**config.mk**
```make
export PLATFORM = sky130hd
export DESIGN_NAME = mem_port_arbiter
export DESIGN_NICKNAME = d
export VERILOG_FILES = /design/src/rtl/mem_arb_pkg.sv /design/src/rtl/mem_port_arbiter_wait_counter.sv /design/src/rtl/mem_port_arbiter.sv
export SDC_FILE = /design/constraint.sdc
export NUM_CORES = 1
export LEC_CHECK = 0
export ABC_AREA = 0
export BUFFER_PORTS_ARGS = -buffer_cell sky130_fd_sc_hd__buf_2
export CAP_MARGIN = 10
export CORE_MARGIN = 2
export CORE_UTILIZATION = 32
export DETAILED_ROUTE_END_ITERATION = 8
export HOLD_SLACK_MARGIN = 0.06
export PLACE_DENSITY_LB_ADDON = 0.08
export SLEW_MARGIN = 20
export SYNTH_ARGS = -nofsm -noshare
export SYNTH_HDL_FRONTEND = slang
export SYNTH_SLANG_ARGS = --single-unit
export TNS_END_PERCENT = 10
```
**constraint.sdc**
```tcl
create_clock -name clock -period 1.6 [get_ports clock]
set_input_delay 0.32 -clock clock [delete_from_list [all_inputs] [get_ports clock]]
set_output_delay 0.32 -clock clock [all_outputs]
set_load 0.01 [all_outputs]
```
**src/rtl/mem_arb_pkg.sv**
```systemverilog
// Shared state encoding, grant constants and sizing helper for the
// memory port arbiter of the multicycle CPU.
package mem_arb_pkg;

    typedef enum logic [1:0] {
        IDLE  = 2'd0,
        READ  = 2'd1,
        WRITE = 2'd2,
        RESP  = 2'd3
    } arb_state_t;

    // Grant encodings double as the IorD mux select.
    localparam logic GNT_IF = 1'b0;
    localparam logic GNT_LS = 1'b1;

    // Width able to hold MEM_LATENCY-1, never narrower than one bit.
    function automatic int unsigned cntWidth(input int unsigned latency);
        return (latency <= 2) ? 1 : $clog2(latency);
    endfunction

endpackage

```
**src/rtl/mem_port_arbiter_wait_counter.sv**
```systemverilog
// Loadable down-counter that flags when the memory read latency has elapsed.
// Parks at zero so the terminal flag stays asserted until the next load.
module wait_counter #(
    parameter int unsigned WIDTH = 1
) (
    input  logic             clock,
    input  logic             reset,
    input  logic             i_load,
    input  logic [WIDTH-1:0] i_loadValue,
    input  logic             i_enable,
    output logic             o_terminal
);

    logic [WIDTH-1:0] r_count;

    always_ff @(posedge clock) begin
        if (!reset) begin
            r_count <= '0;
        end else if (i_load) begin
            r_count <= i_loadValue;
        end else if (i_enable && (r_count != '0)) begin
            r_count <= r_count - WIDTH'(1);
        end
    end

    assign o_terminal = (r_count == '0);

endmodule

```
**src/rtl/mem_port_arbiter.sv**
```systemverilog
// Shares the single-ported memory between instruction fetch and load/store,
// round-robin on ties, with every output registered or decoded from state.
module mem_port_arbiter
    import mem_arb_pkg::*;
#(
    parameter int unsigned MEM_LATENCY = 2,
    parameter int unsigned ADDR_W      = 32,
    parameter int unsigned DATA_W      = 32
) (
    input  logic              clock,
    input  logic              reset,
    input  logic              if_req,
    input  logic [ADDR_W-1:0] if_addr,
    output logic              if_done,
    input  logic              ls_req,
    input  logic              ls_we,
    input  logic [ADDR_W-1:0] ls_addr,
    input  logic [DATA_W-1:0] ls_wdata,
    output logic              ls_done,
    output logic [DATA_W-1:0] rd_data,
    output logic [ADDR_W-1:0] mem_addr,
    output logic              mem_wr,
    output logic [DATA_W-1:0] mem_wdata,
    input  logic [DATA_W-1:0] mem_rdata,
    output logic              IorD,
    output logic              busy
);

    localparam int unsigned      CNT_W    = cntWidth(MEM_LATENCY);
    localparam logic [CNT_W-1:0] CNT_LOAD = CNT_W'(MEM_LATENCY - 1);

    arb_state_t        r_state;
    arb_state_t        w_nextState;
    logic [ADDR_W-1:0] r_memAddr;
    logic [DATA_W-1:0] r_memWdata;
    logic [DATA_W-1:0] r_rdData;
    logic              r_iorD;
    logic              r_lastLs;
    logic              w_grantValid;
    logic              w_grantLs;
    logic              w_latencyDone;

    wait_counter #(
        .WIDTH(CNT_W)
    ) u_waitCounter (
        .clock      (clock),
        .reset      (reset),
        .i_load     (w_grantValid),
        .i_loadValue(CNT_LOAD),
        .i_enable   (r_state == READ),
        .o_terminal (w_latencyDone)
    );

    // Requests are only looked at in IDLE; a tie goes to whoever lost last time.
    always_comb begin
        w_nextState  = r_state;
        w_grantValid = 1'b0;
        w_grantLs    = GNT_IF;
        case (r_state)
            IDLE: begin
                if (if_req && ls_req) begin
                    w_grantValid = 1'b1;
                    w_grantLs    = ~r_lastLs;
                end else if (if_req) begin
                    w_grantValid = 1'b1;
                    w_grantLs    = GNT_IF;
                end else if (ls_req) begin
                    w_grantValid = 1'b1;
                    w_grantLs    = GNT_LS;
                end
                if (w_grantValid) begin
                    w_nextState = (w_grantLs == GNT_LS && ls_we) ? WRITE : READ;
                end
            end
            READ: begin
                if (w_latencyDone) begin
                    w_nextState = RESP;
                end
            end
            WRITE:   w_nextState = RESP;
            RESP:    w_nextState = IDLE;
            default: w_nextState = IDLE;
        endcase
    end

    always_ff @(posedge clock) begin
        if (!reset) begin
            r_state    <= IDLE;
            r_memAddr  <= '0;
            r_memWdata <= '0;
            r_rdData   <= '0;
            r_iorD     <= GNT_IF;
            r_lastLs   <= 1'b1;
        end else begin
            r_state <= w_nextState;
            if (w_grantValid) begin
                r_iorD    <= w_grantLs;
                r_lastLs  <= w_grantLs;
                r_memAddr <= (w_grantLs == GNT_LS) ? ls_addr : if_addr;
                if (w_grantLs == GNT_LS && ls_we) begin
                    r_memWdata <= ls_wdata;
                end
            end
            if (r_state == READ && w_latencyDone) begin
                r_rdData <= mem_rdata;
            end
        end
    end

    assign mem_addr  = r_memAddr;
    assign mem_wdata = r_memWdata;
    assign rd_data   = r_rdData;
    assign IorD      = r_iorD;
    assign mem_wr    = (r_state == WRITE);
    assign busy      = (r_state != IDLE);
    assign if_done   = (r_state == RESP) && (r_iorD == GNT_IF);
    assign ls_done   = (r_state == RESP) && (r_iorD == GNT_LS);

endmodule

```
# ---- After elaboration in Yosys (flattened, before gate mapping)
# Index checks and enable logic that the tools add are counted.
dict set report op_classes {
  bitwise_logic 3
  n_reduce_logical 12
  addsub 1
  muxes 16
  n_eq_ne 5
}
# operator n
set op_table {}
lappend op_table {{32-bit 2-to-1 mux} 1}
lappend op_table {{1-bit 2-to-1 mux} 11}
lappend op_table {{2-bit case mux with 4 select lines} 1}
lappend op_table {{1-bit logical AND} 7}
lappend op_table {{2-bit 2-to-1 mux} 3}
lappend op_table {{2-bit == test, second input constant} 2}
lappend op_table {{2-bit AND reduction} 2}
lappend op_table {{2-bit nonzero test} 2}
lappend op_table {{1-bit NOT} 3}
lappend op_table {{2-bit by 1-bit == test with 1-bit output, second input constant} 1}
lappend op_table {{2-bit logical NOT} 1}
lappend op_table {{2-bit by 1-bit inequality test with 1-bit output, second input constant} 1}
lappend op_table {{2-bit inequality test, second input constant} 1}
lappend op_table {{1-bit subtractor, second input constant} 1}
dict set report totals {
  input_bits 133
  elab_cells 44
  regBits 101
  out_inout_bits 101
}

# ---- Longest topological paths before layout
dict set report depth {
  word_depth 8
  depth_mapped 7
  mapped_depth_nobuf 5
}

# ---- Hierarchy
# From an unflattened synthesis, not the netlist that was laid out.
dict set report unflattened {
  hier_cells 470
  hier_area_um2 4090.2
}
# module area_each_um2 instances cells_per_inst
set by_module_without_submodules {}
lappend by_module_without_submodules {mem_port_arbiter 4041.4 1 465}
lappend by_module_without_submodules {wait_counter 48.8 1 5}

# ---- Worst setup path after synthesis
# No wires, ideal clock.
dict set report synth_path {
  path_kind {flip-flop to flip-flop}
  from {reg r_state[0]}
  to {reg r_memAddr[10] (netlist: mem_addr[10])}
  t_arrival_ns 1.224
  path_stages_with_launch 6
  setup_time_ns 0.132
  path_slack_ns 0.243
  n_path_buf 2
  t_required_ns 1.468
  path_cell_list {dfxtp_1 -> inv_1 -> ha_1 -> clkbuf_1 -> clkbuf_1 -> a21oi_1}
}
dict set report synth_via {
  elab_chain_len 3
  word_cells_on_any_way 4
  classes_between {mux (3); reduce/logical (1)}
}
# element line
set synth_rtl {}
lappend synth_rtl {{start, declared} mem_port_arbiter.sv:32} ;# arb_state_t r_state;
lappend synth_rtl {{start signal, assigned} mem_port_arbiter.sv:95} ;# r_state <= w_nextState;
lappend synth_rtl {{2-bit logical NOT (*)} mem_port_arbiter.sv:59} ;# case (r_state)
lappend synth_rtl {{1-bit 2-to-1 mux} mem_port_arbiter.sv:59}
lappend synth_rtl {{32-bit 2-to-1 mux} mem_port_arbiter.sv:99} ;# r_memAddr <= (w_grantLs == GNT_LS) ? ls_addr : if_addr;
lappend synth_rtl {{end signal, assigned} mem_port_arbiter.sv:99}
lappend synth_rtl {{end, declared} mem_port_arbiter.sv:34} ;# logic [ADDR_W-1:0] r_memAddr;
# Every way passes the cells marked *; elsewhere a longest branch is shown, timed or not.
# A chain may end at the register's enable or synchronous reset.

# ---- Worst setup path after layout
dict set report layout_path {
  from {reg r_state[0]}
  to {out busy}
}
dict set report layout_via {
  elab_chain_len 1
}
# element line
set layout_rtl {}
lappend layout_rtl {{2-bit nonzero test} mem_port_arbiter.sv:115} ;# assign busy = (r_state != IDLE);
lappend layout_rtl {{end, declared} mem_port_arbiter.sv:26} ;# output logic busy
# Every way passes these cells.

==> results.md <==
* Endpoint class of the critical path: output pin
* Period utilization at 95.5%
* Total wire length at 12400 µm
* Largest net degree at the start of global routing at 35
* DR WL/cell at 14.5 µm
* GRT Total Usage at 17.4%
* Finish-stage setup viols at 0
* Drt initial violations at 361
* Flop pwr share at 38.6%
* Mapped Cells at 473
* Share of the synthesized area in the top cell type at 50.4%
* Root Buffer: clkbuf_16
* Residual DRC count at 0
* Final total power at 8.70 mW
* CTS tree: built
* Ys Warns at 0
* Starting Density at 33.1%
* Core area at 12100 µm²
* Logic pwr share at 36.4%
* Clk_lat worst skew at 0.33 ns
* DRT antenna net count at 0
* DP Wirelength at 8700 µm
* Worst-Margin Slew at 0.371 ns
* Internal at 5.66 mW
* Ports at 234
* Layout area overhead at 41.2%
* Max cap viols at 0
* CP arrival at 1.21 ns
* Dominant cell by count in the synthesized netlist: dfxtp_1
* Top post-synthesis cells by area: dfxtp_1 (50%), a21oi_1 (12%), o21ai_0 (7.9%)
* Ant diodes at 0
* R2R setup slack at 0.16 ns
* RePlAce Congestion at 0.751
* Yosys top cell by area: dfxtp_1
* Yosys reg bits at 101
* Die Width at 116 µm
* Commonest cells in the netlist: dfxtp_1 (101), a21oi_1 (97), nand2_1 (69), o21ai_0 (63)
* Post-synth ARST share at 0%
* Leak pwr at 2.56 nW
* Vias in the first global route at 3817
* Gr ovfl total at 0
* Register area at 2020 µm²
* Mapped Area at 4010 µm²
* Status: finished clean
* Startpoint types: flip-flop
* Layout cells sized above 1 at 39.0%
* Critical Path Source: r_state[0]
* DR vias at 4154
* Net switching power figure at 3.04 mW
* Sequential share of the synthesized area at 50.4%
* Req. time, crit path at 1.28 ns
* Via density at 4.84
* Final Hold Viols at 0
* Nets at 823
* Num CTS Buffers at 9
* Die area at 13400 µm²
* Switching share of power at 35.0%
* Die Ht at 116 µm
* Cells on worst reg2reg path at 5
* Critical path fanouts, max at 8
* R2R Path Start: r_state[0]
* # H-tree levels at 3
* Initial antenna violation count at 2
* IO Port Bufs at 233
* Drt pass-1 iters at 4
* Top_reg_cell synth: dfxtp_1
* Clock period minus worst slack at 1.53 ns
* PD cells at 1540 nW/µm²
* FF-to-FF End: r_state[1]
* Worst Setup EP: busy
* WS Path Type: reg -> out
* Syn Area/Cell at 8.48 µm²
* Max Clock Freq at 0.655 GHz
* Final Skew at 0.00585 ns
* Maximum VDD drop at 0.000642 V
* Multi-input gate area at 1720 µm²
* Num Clock Sinks at 101
* Clock power share at 25.0%
* Syn nets at 610
* Post-synth cell types at 27
* Worst hold path startpoint: mem_rdata[24]
* Layout Utilization at 46.8%
* Global-route wire length before repair at 18700 µm
* Clock tree buffer depth at 2
* CTS clock-pin slew for the worst setup and hold paths at 0.07 ns
* Worst slew margin at 75.3%
* Fillers at 1200
* Cts-stage hold buffer count at 0
* Post-synth EDFFs at 0
* Final Max Tran Viols at 0
* Site row count at 40
* Hold Crit Class: in -> reg
[worst min-delay path by stage]
stage                             end  slack, ns  cells past startpoint
after floorplan            rd_data[0]       0.46                      2
final                     rd_data[24]       0.22                      3
after global placement    rd_data[15]       0.44                      2
after detailed placement  rd_data[24]       0.44                      2
after CTS                 rd_data[24]       0.20                      3
after global routing       rd_data[5]       0.21                      3
[routing by layer]
| layer | global-route usage, % | part of all wire [%] | up-vias |
|---|---|---|---|
| li1 | - | - | 2116 |
| met5 | 0 | 0.19 | - |
| met2 | 28.1 | 47 | 146 |
| met4 | 6.03 | 1.5 | 4 |
| met1 | 22.0 | 43 | 1869 |
| met3 | 5.65 | 7.9 | 19 |
[cells by family (layout without fill, tap and decap cells)]
logic type / Yosys count / count (layout) / synth area share [%]
compound gates: 204 / 204 / 29.3
simple gates: 111 / 111 / 12.0
flops: 101 / 101 / 50.4
buf+inv: 53 / 270 / 7.08
fa+ha+maj: 4 / 4 / 1.25
[through the flow]
stage	instances	hold slack, ns	setup TNS, ns	worst slack (ns)	area (µm²)
5_1_grt	858	0.208	-0.0103	-0.0103	5660
3_3_place_gp	842	0.439	0	0.108	5340
3_5_place_dp	842	0.443	-0.0702	-0.0702	5340
6_report	858	0.216	0	0.0726	5660
2_1_floorplan	473	0.456	0	0.243	4010
4_1_cts	857	0.203	0	0.00801	5640
[layout make-up]
type / count / share of cell area (%)
sequential: 101 / 35.7
multi-input combinational: 319 / 30.4
timing repair buffer: 249 / 24.5
clock buffer: 14 / 4.66
tap: 168 / 3.71
clock inverter: 1 / 0.530
inverter: 6 / 0.398
[worst max-delay path, cell delays in order, from the launching register on]
cell	delay, ns
dfxtp_2	0.34
inv_1	0.13
ha_4	0.19
inv_1	0.06
buf_4	0.14
[registers in the layout, indices dropped and copies added (netlist names)]
register / flops
r_state: 2
mem_wdata: 32
r_lastLs: 1
rd_data: 32
IorD: 1
u_waitCounter.r_count: 1
mem_addr: 32
[timing repair]
item / in CTS / in global routing
setup buffers: 0 / 1
endpoints found under the setup margin: 2 / 4
resized for setup: 3 / 3
[placed cells by master (no fill, tap or decap), types with 2 or more instances in the layout]
cell / Yosys / final
clkbuf_1: 24 / 3
dfxtp_1: 101 / 99
nand3_1: 32 / 32
a21oi_1: 97 / 97
ha_1: 4 / 3
nand2_1: 69 / 69
nor2_1: 2 / 2
dfxtp_2: 0 / 2
clkbuf_16: 0 / 9
buf_2: 13 / 232
o32ai_1: 32 / 32
o21ai_0: 63 / 63
buf_4: 0 / 9
clkbuf_8: 0 / 2
buf_12: 0 / 8
o211ai_1: 2 / 2
and2_1: 3 / 3
inv_1: 6 / 5
a211oi_1: 2 / 2
o21a_1: 2 / 2
[power groups by stage]
stage	clock [mW]	combinational, mW	sequential, mW
after floorplan	0	1.55	3.64
after detailed placement	0	3.12	3.40
after global placement	0	3.08	3.38
final	2.17	3.17	3.36
after CTS	2.25	3.14	3.36
after global routing	2.34	3.53	3.42
Note: power is estimated with default switching activity, not from simulation.
